<file path="src/rtl/mem_ctrl_pkg.sv">
// ---------------------------------------------------------------------------
// mem_ctrl_pkg
//   Shared definitions for the ALU scratch-memory port master:
//   bus widths, memory read/write encoding on mem_read, the controller
//   state enum and a small address-increment helper (wraps mod 2**AW).
// ---------------------------------------------------------------------------
package mem_ctrl_pkg;

    localparam int AW   = 5;   // memory address width
    localparam int DW   = 32;  // data width
    localparam int LENW = 3;   // burst length field width (beats-1)

    // mem_read encoding: the memory writes whenever this line is low
    localparam logic MEM_RD = 1'b1;
    localparam logic MEM_WR = 1'b0;

    typedef enum logic [2:0] {
        ST_IDLE      = 3'd0,
        ST_RD_ADDR   = 3'd1,
        ST_RD_WAIT   = 3'd2,
        ST_RD_RSP    = 3'd3,
        ST_WR_DATA   = 3'd4,
        ST_WR_SETUP  = 3'd5,
        ST_WR_STROBE = 3'd6
    } state_e;

    // Next burst address; natural overflow gives the 31 -> 0 wrap.
    function automatic logic [AW-1:0] addr_next(input logic [AW-1:0] addr);
        return addr + AW'(1);
    endfunction

endpackage

</file>
<file path="src/rtl/mem_port_master_if.sv">
// ---------------------------------------------------------------------------
// mem_port_master_if
//   Bundles the command, write-data, read-response and memory-side signals
//   of the scratch-memory port master.
//   master modport : the controller (drives ready/valid outputs and memory)
//   slave  modport : the datapath/memory side
// ---------------------------------------------------------------------------
interface mem_port_master_if;
    import mem_ctrl_pkg::*;

    // command channel
    logic            req_valid;
    logic            req_ready;
    logic            req_write;
    logic [AW-1:0]   req_addr;
    logic [LENW-1:0] req_len;
    // write beat channel
    logic            wd_valid;
    logic            wd_ready;
    logic [DW-1:0]   wd_data;
    // read response channel
    logic            rsp_valid;
    logic            rsp_ready;
    logic [DW-1:0]   rsp_data;
    logic            rsp_last;
    // write completion
    logic            wr_done;
    // memory side
    logic [AW-1:0]   mem_address;
    logic [DW-1:0]   mem_in;
    logic            mem_read;
    logic [DW-1:0]   mem_out;

    modport master (
        input  req_valid, req_write, req_addr, req_len,
        output req_ready,
        input  wd_valid, wd_data,
        output wd_ready,
        output rsp_valid, rsp_data, rsp_last,
        input  rsp_ready,
        output wr_done,
        output mem_address, mem_in, mem_read,
        input  mem_out
    );

    modport slave (
        output req_valid, req_write, req_addr, req_len,
        input  req_ready,
        output wd_valid, wd_data,
        input  wd_ready,
        input  rsp_valid, rsp_data, rsp_last,
        output rsp_ready,
        input  wr_done,
        input  mem_address, mem_in, mem_read,
        output mem_out
    );

endinterface

</file>
<file path="src/rtl/mem_rd_delay.sv">
// ---------------------------------------------------------------------------
// mem_rd_delay
//   Read-latency timer. Loaded when the read address is being registered;
//   capture is high during the last of RD_LAT wait cycles, i.e. at the edge
//   where mem_out has been valid for RD_LAT cycles after mem_address changed.
//   Ports:
//     clk, rst_n : clock / async active-low reset
//     start      : load the timer (controller is in its address phase)
//     capture    : sample mem_out at the coming edge
// ---------------------------------------------------------------------------
module mem_rd_delay #(
    parameter int RD_LAT = 1
) (
    input  logic clk,
    input  logic rst_n,
    input  logic start,
    output logic capture
);

    localparam int             LAT  = (RD_LAT < 1) ? 1 : RD_LAT;
    localparam int             CW   = $clog2(LAT + 1);
    localparam logic [CW-1:0]  LOAD = CW'(LAT);
    localparam logic [CW-1:0]  ONE  = CW'(1);
    localparam logic [CW-1:0]  ZERO = {CW{1'b0}};

    logic [CW-1:0] cnt_q;
    logic [CW-1:0] cnt_d;

    // Next value of the countdown: reload on start, otherwise run down to zero.
    always_comb begin
        cnt_d = cnt_q;
        if (start) begin
            cnt_d = LOAD;
        end else if (cnt_q != ZERO) begin
            cnt_d = cnt_q - ONE;
        end else begin
            cnt_d = cnt_q;
        end
    end

    // Countdown register.
    always_ff @(posedge clk or negedge rst_n) begin
        if (!rst_n) begin
            cnt_q <= ZERO;
        end else begin
            cnt_q <= cnt_d;
        end
    end

    assign capture = (cnt_q == ONE);

endmodule

</file>
<file path="src/rtl/mem_port_master.sv">
// ---------------------------------------------------------------------------
// mem_port_master
//   Initiator for the 32x32 ALU scratch memory. Accepts single or burst
//   (1..8 beat) read/write commands, returns read beats over a valid/ready
//   response channel and pulses wr_done after the last write strobe.
//   The memory writes whenever mem_read is low, so every write is staged:
//   address/data are registered, held for a setup cycle with mem_read high,
//   and only then is mem_read dropped for exactly one cycle.
//   Ports:
//     clk    : rising-edge clock
//     rst_n  : asynchronous active-low reset (mem_read returns high at once)
//     bus    : mem_port_master_if.master (command, write data, read
//              response, wr_done and the memory address/data/read lines)
//   Parameter RD_LAT: cycles from mem_address change to mem_out sampling.
// ---------------------------------------------------------------------------
module mem_port_master
    import mem_ctrl_pkg::*;
#(
    parameter int RD_LAT = 1
) (
    input  logic                  clk,
    input  logic                  rst_n,
    mem_port_master_if.master     bus
);

    localparam logic [LENW-1:0] LEN_ZERO = {LENW{1'b0}};
    localparam logic [LENW-1:0] LEN_ONE  = LENW'(1);

    state_e          state_q,       state_d;
    logic [AW-1:0]   addr_q,        addr_d;
    logic [LENW-1:0] cnt_q,         cnt_d;
    logic            req_ready_q,   req_ready_d;
    logic            wd_ready_q,    wd_ready_d;
    logic            rsp_valid_q,   rsp_valid_d;
    logic            rsp_last_q,    rsp_last_d;
    logic [DW-1:0]   rsp_data_q,    rsp_data_d;
    logic            wr_done_q,     wr_done_d;
    logic [AW-1:0]   mem_address_q, mem_address_d;
    logic [DW-1:0]   mem_in_q,      mem_in_d;
    logic            mem_read_q,    mem_read_d;
    logic            rd_capture_s;

    mem_rd_delay #(
        .RD_LAT (RD_LAT)
    ) u_rd_delay (
        .clk     (clk),
        .rst_n   (rst_n),
        .start   (state_q == ST_RD_ADDR),
        .capture (rd_capture_s)
    );

    // Next-state logic and next values of all registered outputs.
    always_comb begin
        state_d       = state_q;
        addr_d        = addr_q;
        cnt_d         = cnt_q;
        mem_address_d = mem_address_q;
        mem_in_d      = mem_in_q;
        rsp_data_d    = rsp_data_q;
        wr_done_d     = 1'b0;

        case (state_q)
            ST_IDLE: begin
                if (bus.req_valid && req_ready_q) begin
                    addr_d  = bus.req_addr;
                    cnt_d   = bus.req_len;
                    state_d = bus.req_write ? ST_WR_DATA : ST_RD_ADDR;
                end else begin
                    state_d = ST_IDLE;
                end
            end
            ST_RD_ADDR: begin
                mem_address_d = addr_q;
                state_d       = ST_RD_WAIT;
            end
            ST_RD_WAIT: begin
                if (rd_capture_s) begin
                    rsp_data_d = bus.mem_out;
                    state_d    = ST_RD_RSP;
                end else begin
                    state_d = ST_RD_WAIT;
                end
            end
            ST_RD_RSP: begin
                if (bus.rsp_ready && rsp_valid_q) begin
                    if (cnt_q == LEN_ZERO) begin
                        state_d = ST_IDLE;
                    end else begin
                        addr_d  = addr_next(addr_q);
                        cnt_d   = cnt_q - LEN_ONE;
                        state_d = ST_RD_ADDR;
                    end
                end else begin
                    state_d = ST_RD_RSP;
                end
            end
            ST_WR_DATA: begin
                // Address and data are registered together here so they are
                // already stable for the whole setup cycle.
                if (bus.wd_valid && wd_ready_q) begin
                    mem_address_d = addr_q;
                    mem_in_d      = bus.wd_data;
                    state_d       = ST_WR_SETUP;
                end else begin
                    state_d = ST_WR_DATA;
                end
            end
            ST_WR_SETUP: begin
                state_d = ST_WR_STROBE;
            end
            ST_WR_STROBE: begin
                // addr_q moves on, but mem_address only reloads at the next
                // write-data handshake, so the memory lines stay put.
                if (cnt_q == LEN_ZERO) begin
                    wr_done_d = 1'b1;
                    state_d   = ST_IDLE;
                end else begin
                    addr_d  = addr_next(addr_q);
                    cnt_d   = cnt_q - LEN_ONE;
                    state_d = ST_WR_DATA;
                end
            end
            default: begin
                state_d = ST_IDLE;
            end
        endcase

        // Handshake and strobe outputs follow the state being entered so the
        // registered versions line up with the state register.
        req_ready_d = (state_d == ST_IDLE);
        wd_ready_d  = (state_d == ST_WR_DATA);
        rsp_valid_d = (state_d == ST_RD_RSP);
        rsp_last_d  = (state_d == ST_RD_RSP) && (cnt_d == LEN_ZERO);
        mem_read_d  = (state_d == ST_WR_STROBE) ? MEM_WR : MEM_RD;
    end

    // State and output registers; reset parks the memory in read/hold.
    always_ff @(posedge clk or negedge rst_n) begin
        if (!rst_n) begin
            state_q       <= ST_IDLE;
            addr_q        <= {AW{1'b0}};
            cnt_q         <= LEN_ZERO;
            req_ready_q   <= 1'b0;
            wd_ready_q    <= 1'b0;
            rsp_valid_q   <= 1'b0;
            rsp_last_q    <= 1'b0;
            rsp_data_q    <= {DW{1'b0}};
            wr_done_q     <= 1'b0;
            mem_address_q <= {AW{1'b0}};
            mem_in_q      <= {DW{1'b0}};
            mem_read_q    <= MEM_RD;
        end else begin
            state_q       <= state_d;
            addr_q        <= addr_d;
            cnt_q         <= cnt_d;
            req_ready_q   <= req_ready_d;
            wd_ready_q    <= wd_ready_d;
            rsp_valid_q   <= rsp_valid_d;
            rsp_last_q    <= rsp_last_d;
            rsp_data_q    <= rsp_data_d;
            wr_done_q     <= wr_done_d;
            mem_address_q <= mem_address_d;
            mem_in_q      <= mem_in_d;
            mem_read_q    <= mem_read_d;
        end
    end

    assign bus.req_ready   = req_ready_q;
    assign bus.wd_ready    = wd_ready_q;
    assign bus.rsp_valid   = rsp_valid_q;
    assign bus.rsp_last    = rsp_last_q;
    assign bus.rsp_data    = rsp_data_q;
    assign bus.wr_done     = wr_done_q;
    assign bus.mem_address = mem_address_q;
    assign bus.mem_in      = mem_in_q;
    assign bus.mem_read    = mem_read_q;

endmodule

</file>
<file path="src/flat_wrapper.sv">
// flat-port wrapper written by rule: the top's interface ports become plain ports
module mem_port_master_flat import mem_ctrl_pkg::*;
#(
    parameter int RD_LAT = 1
)
  (clk, rst_n, bus_req_valid, bus_req_write, bus_req_addr, bus_req_len, bus_req_ready, bus_wd_valid, bus_wd_data, bus_wd_ready, bus_rsp_valid, bus_rsp_data, bus_rsp_last, bus_rsp_ready, bus_wr_done, bus_mem_address, bus_mem_in, bus_mem_read, bus_mem_out);
  mem_port_master_if bus_i ();
  input  logic clk;
  input  logic rst_n;
  input wire logic [$bits(bus_i.req_valid)-1:0] bus_req_valid;
  input wire logic [$bits(bus_i.req_write)-1:0] bus_req_write;
  input wire logic [$bits(bus_i.req_addr)-1:0] bus_req_addr;
  input wire logic [$bits(bus_i.req_len)-1:0] bus_req_len;
  output wire logic [$bits(bus_i.req_ready)-1:0] bus_req_ready;
  input wire logic [$bits(bus_i.wd_valid)-1:0] bus_wd_valid;
  input wire logic [$bits(bus_i.wd_data)-1:0] bus_wd_data;
  output wire logic [$bits(bus_i.wd_ready)-1:0] bus_wd_ready;
  output wire logic [$bits(bus_i.rsp_valid)-1:0] bus_rsp_valid;
  output wire logic [$bits(bus_i.rsp_data)-1:0] bus_rsp_data;
  output wire logic [$bits(bus_i.rsp_last)-1:0] bus_rsp_last;
  input wire logic [$bits(bus_i.rsp_ready)-1:0] bus_rsp_ready;
  output wire logic [$bits(bus_i.wr_done)-1:0] bus_wr_done;
  output wire logic [$bits(bus_i.mem_address)-1:0] bus_mem_address;
  output wire logic [$bits(bus_i.mem_in)-1:0] bus_mem_in;
  output wire logic [$bits(bus_i.mem_read)-1:0] bus_mem_read;
  input wire logic [$bits(bus_i.mem_out)-1:0] bus_mem_out;
  assign bus_i.req_valid = bus_req_valid;
  assign bus_i.req_write = bus_req_write;
  assign bus_i.req_addr = bus_req_addr;
  assign bus_i.req_len = bus_req_len;
  assign bus_req_ready = bus_i.req_ready;
  assign bus_i.wd_valid = bus_wd_valid;
  assign bus_i.wd_data = bus_wd_data;
  assign bus_wd_ready = bus_i.wd_ready;
  assign bus_rsp_valid = bus_i.rsp_valid;
  assign bus_rsp_data = bus_i.rsp_data;
  assign bus_rsp_last = bus_i.rsp_last;
  assign bus_i.rsp_ready = bus_rsp_ready;
  assign bus_wr_done = bus_i.wr_done;
  assign bus_mem_address = bus_i.mem_address;
  assign bus_mem_in = bus_i.mem_in;
  assign bus_mem_read = bus_i.mem_read;
  assign bus_i.mem_out = bus_mem_out;
  mem_port_master #(.RD_LAT(RD_LAT)) u_core (.clk(clk), .rst_n(rst_n), .bus(bus_i));
endmodule
</file>
<file path="config.mk">
export PLATFORM = sky130hd
export DESIGN_NAME = mem_port_master_flat
export DESIGN_NICKNAME = d
export VERILOG_FILES = /design/src/rtl/mem_ctrl_pkg.sv /design/src/rtl/mem_port_master_if.sv /design/src/rtl/mem_rd_delay.sv /design/src/rtl/mem_port_master.sv /design/src/flat_wrapper.sv
export SDC_FILE = /design/constraint.sdc
export NUM_CORES = 1
export LEC_CHECK = 0
export BUFFER_PORTS_ARGS = -buffer_cell sky130_fd_sc_hd__buf_2
export CORE_ASPECT_RATIO = 1.25
export CORE_MARGIN = 1.5
export CORE_UTILIZATION = 43
export DETAILED_ROUTE_END_ITERATION = 7
export HOLD_SLACK_MARGIN = 0.03
export PLACE_DENSITY = 0.88
export SYNTH_ARGS = -nofsm -noshare
export SYNTH_HDL_FRONTEND = slang
export SYNTH_SLANG_ARGS = --single-unit
</file>
<file path="constraint.sdc">
create_clock -name clk -period 1.75 [get_ports clk]
set_clock_uncertainty 0.05 [all_clocks]
set_input_delay 0.2625 -clock clk [delete_from_list [all_inputs] [get_ports clk]]
set_output_delay 0.2625 -clock clk [all_outputs]
set_load 0.05 [all_outputs]
</file>
==> flow_metrics.py <==
metrics = {
    "floorplanning": {
        "initial_utilization_pct": 44.06,
        "die_w_um": 84.72,
        "rows": 37,
        "core_sq_mm": 0.008148,
        "die_y_um": 105.2,
        "num_io_pins": 153,
        "dieArea_sq_mm": 0.008909,
    },
    "final_layout": {
        "regArea_sq_mm": 0.002182,
        "fin_nets": 515,
        "antenna_cells": 0,
        "drive_gt1_share_pct": 64.69,
        "final_area_sq_mm": 0.004940,
        "syn_to_final_growth_pct": 37.61,
        "fillCellCount": 643,
        "final_cells": 536,
        "multi_input_area_sq_mm": 0.001373,
    },
    "global_route": {
        "antenna_found_initial": 0,
        "grt_pass1_vias": 2903,
        "grt_pass1_wl_um": 13370,
        "globalRoute.totalOverflow": 0,
        "grt_usage_pct": 19.16,
        "grt_start_max_net_pins": 50,
    },
    "pwr": {
        "power.switching_mw": 4.408,
        "finalPower_mw": 9.674,
        "swShare_pct": 45.56,
        "combPwrFrac_pct": 52.1,
        "p_seq_share_pct": 32.4,
        "power_density_mw_per_mm2": 1958,
        "internal_power_mw": 5.266,
        "power_leakage_nw": 2.609,
        "pwr-share-clk_pct": 15.5,
        "ir_worst_vdd_uv": 1379,
    },
    "logic_synthesis": {
        "synth.distinct_cells": 41,
        "synth_top_family_by_area": "multiplexers",
        "ys_seq_elements": 87,
        "synthCells": 256,
        "synth_simple_gate_area_share_pct": 7.424,
        "synth_xor_xnor_area_share_pct": 0,
        "netlist_area_sq_mm": 0.003590,
        "synth-compound-area-share_pct": 5.856,
        "ys_seq_area_share_pct": 60.68,
        "yosysWarningCount": 0,
        "syn-num-nets": 337,
        "synth.area.mux_share_pct": 22.24,
        "synth-adder-area-share_pct": 1.046,
        "postSynthAreaPerCell_sq_um": 14.02,
    },
    "setup_path": {
        "path_max_fanout": 5,
        "worstSetupPathType": "reg -> reg",
        "end_kind": "flop",
        "cp.required_ns": 1.95,
        "crit_path_start_kind": "flop",
        "r2r_cells": 6,
        "cp_data_arrival_time_ns": 1.99,
    },
    "cts": {
        "htreeDepth": 3,
        "clk_latency_ns": 0.35,
        "clockBufferDepth": 2,
        "cts_buffers": 9,
        "clock-root-buffer": "clkbuf_8",
        "cts_tree": "built",
        "cts_sinks": 87,
        "clk_pin_slew_worst_paths_ns": 0.09,
    },
    "sta": {
        "setup_violations": 1,
        "relSlewSlack_pct": 76.70,
        "grt_setup_unrepaired": "yes",
        "hold_violations": 0,
        "slew_violations": 0,
        "fmax_mhz": 557.3,
        "post-route-period-util_pct": 102.5,
        "setup_tns_ns": -0.04452,
        "setup_slack_ns": -0.04452,
        "min_period_ns": 1.795,
        "worst_pin_slew_ns": 0.3495,
    },
    "routing": {
        "wl_per_cell_um": 15.31,
        "drt-total-wl_um": 8204,
        "drc": 0,
        "drtPass1Iterations": 4,
        "ant_nets": 0,
        "drt_iter0_drc": 127,
        "dr_total_vias": 2713,
        "via_per_inst": 5.062,
    },
    "place": {
        "gp_congestion": 0.8943,
        "dpl.hpwl_um": 6197,
        "place_area_sq_mm": 0.004593,
        "dp_cells": 512,
        "portBuffers": 152,
    },
    "run": {
        "cap_viol_max_count": 0,
    },
    "worst_hold_path": {
        "hold_class": "in -> reg",
        "whs_path_depth": 2,
    },
    "status": {
        "violations": "setup timing",
        "status": "finished, violations left",
    },
}
## timing repair
action / in CTS / in global routing
pin swaps: 3 / 2
gates resized for setup: 12 / 6
endpoints found under the hold margin: 24 / 0
hold buffers: 1 / 0
setup endpoints to repair: 5 / 6
buffers inserted: 5 / 2
## path summary, 6_finish.rpt
check	slack (ns)	endpoint	start
setup / recovery	-0.04	u_core.bus.rsp_last	u_core.state_q[0]
max in group asynchronous	0.73	u_core.bus.mem_read	rst_n
min in group asynchronous	0.32	u_core.bus.mem_in[22]	rst_n
setup reg to reg	-0.04	u_core.bus.rsp_last	u_core.state_q[0]
hold reg to reg	0.46	u_core.bus.mem_in[3]	u_core.bus.mem_in[3]
hold / removal	0.09	u_core.bus.rsp_data[22]	bus_mem_out[22]
## cell type report
type / count / area share [%]
inverter: 6 / 0.4559
sequential: 87 / 44.17
clock inverter: 2 / 0.7599
tap: 97 / 2.457
multi-input combinational: 150 / 27.79
timing repair buffer: 180 / 20.67
clock buffer: 14 / 3.698
## critical path: stages, from the launching register on
cell	delay [ns]
dfrtp_1	0.39
buf_6	0.14
and3b_2	0.27
a21o_1	0.12
a21oi_2	0.07
a221o_1	0.35
nor4b_2	0.31
## cells by family after synthesis
family / count (synthesis)
AND/OR/NAND/NOR: 45
multiplexers: 71
flip-flops: 87
adder cells (fa/ha/maj): 3
AO/OA/AOI/OAI: 31
buffers and inverters: 19
## metrics by stage
step                      worst slack (ns)  utilization (%)  hold WS (ns)
after floorplan                   0.005991                -      -0.08309
after global placement            -0.02059            56.37        0.1402
after detailed placement           -0.1320            56.37        0.1474
after CTS                         -0.01830            60.30       0.06728
after global routing               -0.1242            60.63       0.06529
final                             -0.04452            60.63       0.09328
## cell usage in the layout (no fill, tap or decap), drive strengths merged, types with 6 or more instances in the layout
master,instances
o21ai,8
inv,6
nor3,6
clkbuf,14
buf,179
a21oi,10
nand2,9
nor2,8
dfrtp,86
mux2,70
## sequential cells by signal, summed over array words and instances (netlist names), 3 cells and up
name                    flops
u_core.bus.mem_in          32
u_core.state_q              3
u_core.bus.mem_address      5
u_core.bus.rsp_data        32
u_core.addr_q               5
u_core.cnt_q                3
## cell usage after synthesis, drive strengths merged
library cell | n | area share [%]
a32oi | 1 | 0.24
or2 | 1 | 0.17
mux2 | 70 | 22
nand4 | 1 | 0.17
nor2 | 8 | 0.91
o22ai | 1 | 0.17
a211o | 2 | 0.49
a21o | 2 | 0.42
nor3b | 2 | 0.42
o211ai | 2 | 0.42
nand2b | 1 | 0.17
and2 | 1 | 0.17
a221o | 1 | 0.28
o32a | 1 | 0.28
dfstp | 1 | 0.73
nor4b | 1 | 0.42
nand2 | 9 | 0.94
dfrtp | 86 | 60
nor2b | 4 | 0.91
and3 | 4 | 0.70
ha | 3 | 1.0
clkbuf | 1 | 0.10
inv | 6 | 0.63
mux2i | 1 | 0.28
nand3 | 3 | 0.42
o21ai | 8 | 1.1
nand3b | 1 | 0.21
or3 | 1 | 0.17
a21oi | 10 | 1.5
nor3 | 6 | 1.2
o211a | 1 | 0.28
and3b | 2 | 0.49
buf | 12 | 2.0
o41ai | 1 | 0.24
a2111oi | 1 | 0.42
## power by group through the flow
stage	registers, mW	logic, mW	clock network [mW]
after floorplan	5.13	1.51	0
after global placement	3.11	4.70	0
after detailed placement	3.16	4.82	0
after CTS	3.14	5.00	1.53
after global routing	3.23	5.33	1.61
final	3.14	5.04	1.49
## per-layer routing
| layer | global-route usage, % | share of wire, % | up-vias |
|---|---|---|---|
| li1 | - | - | 1262 |
| met1 | 20.74 | 35 | 1327 |
| met2 | 34.69 | 57 | 101 |
| met3 | 4.897 | 5.4 | 23 |
| met4 | 8.525 | 2.8 | 0 |
| met5 | 0 | 0 | - |
(Power assumes the default switching activity.)
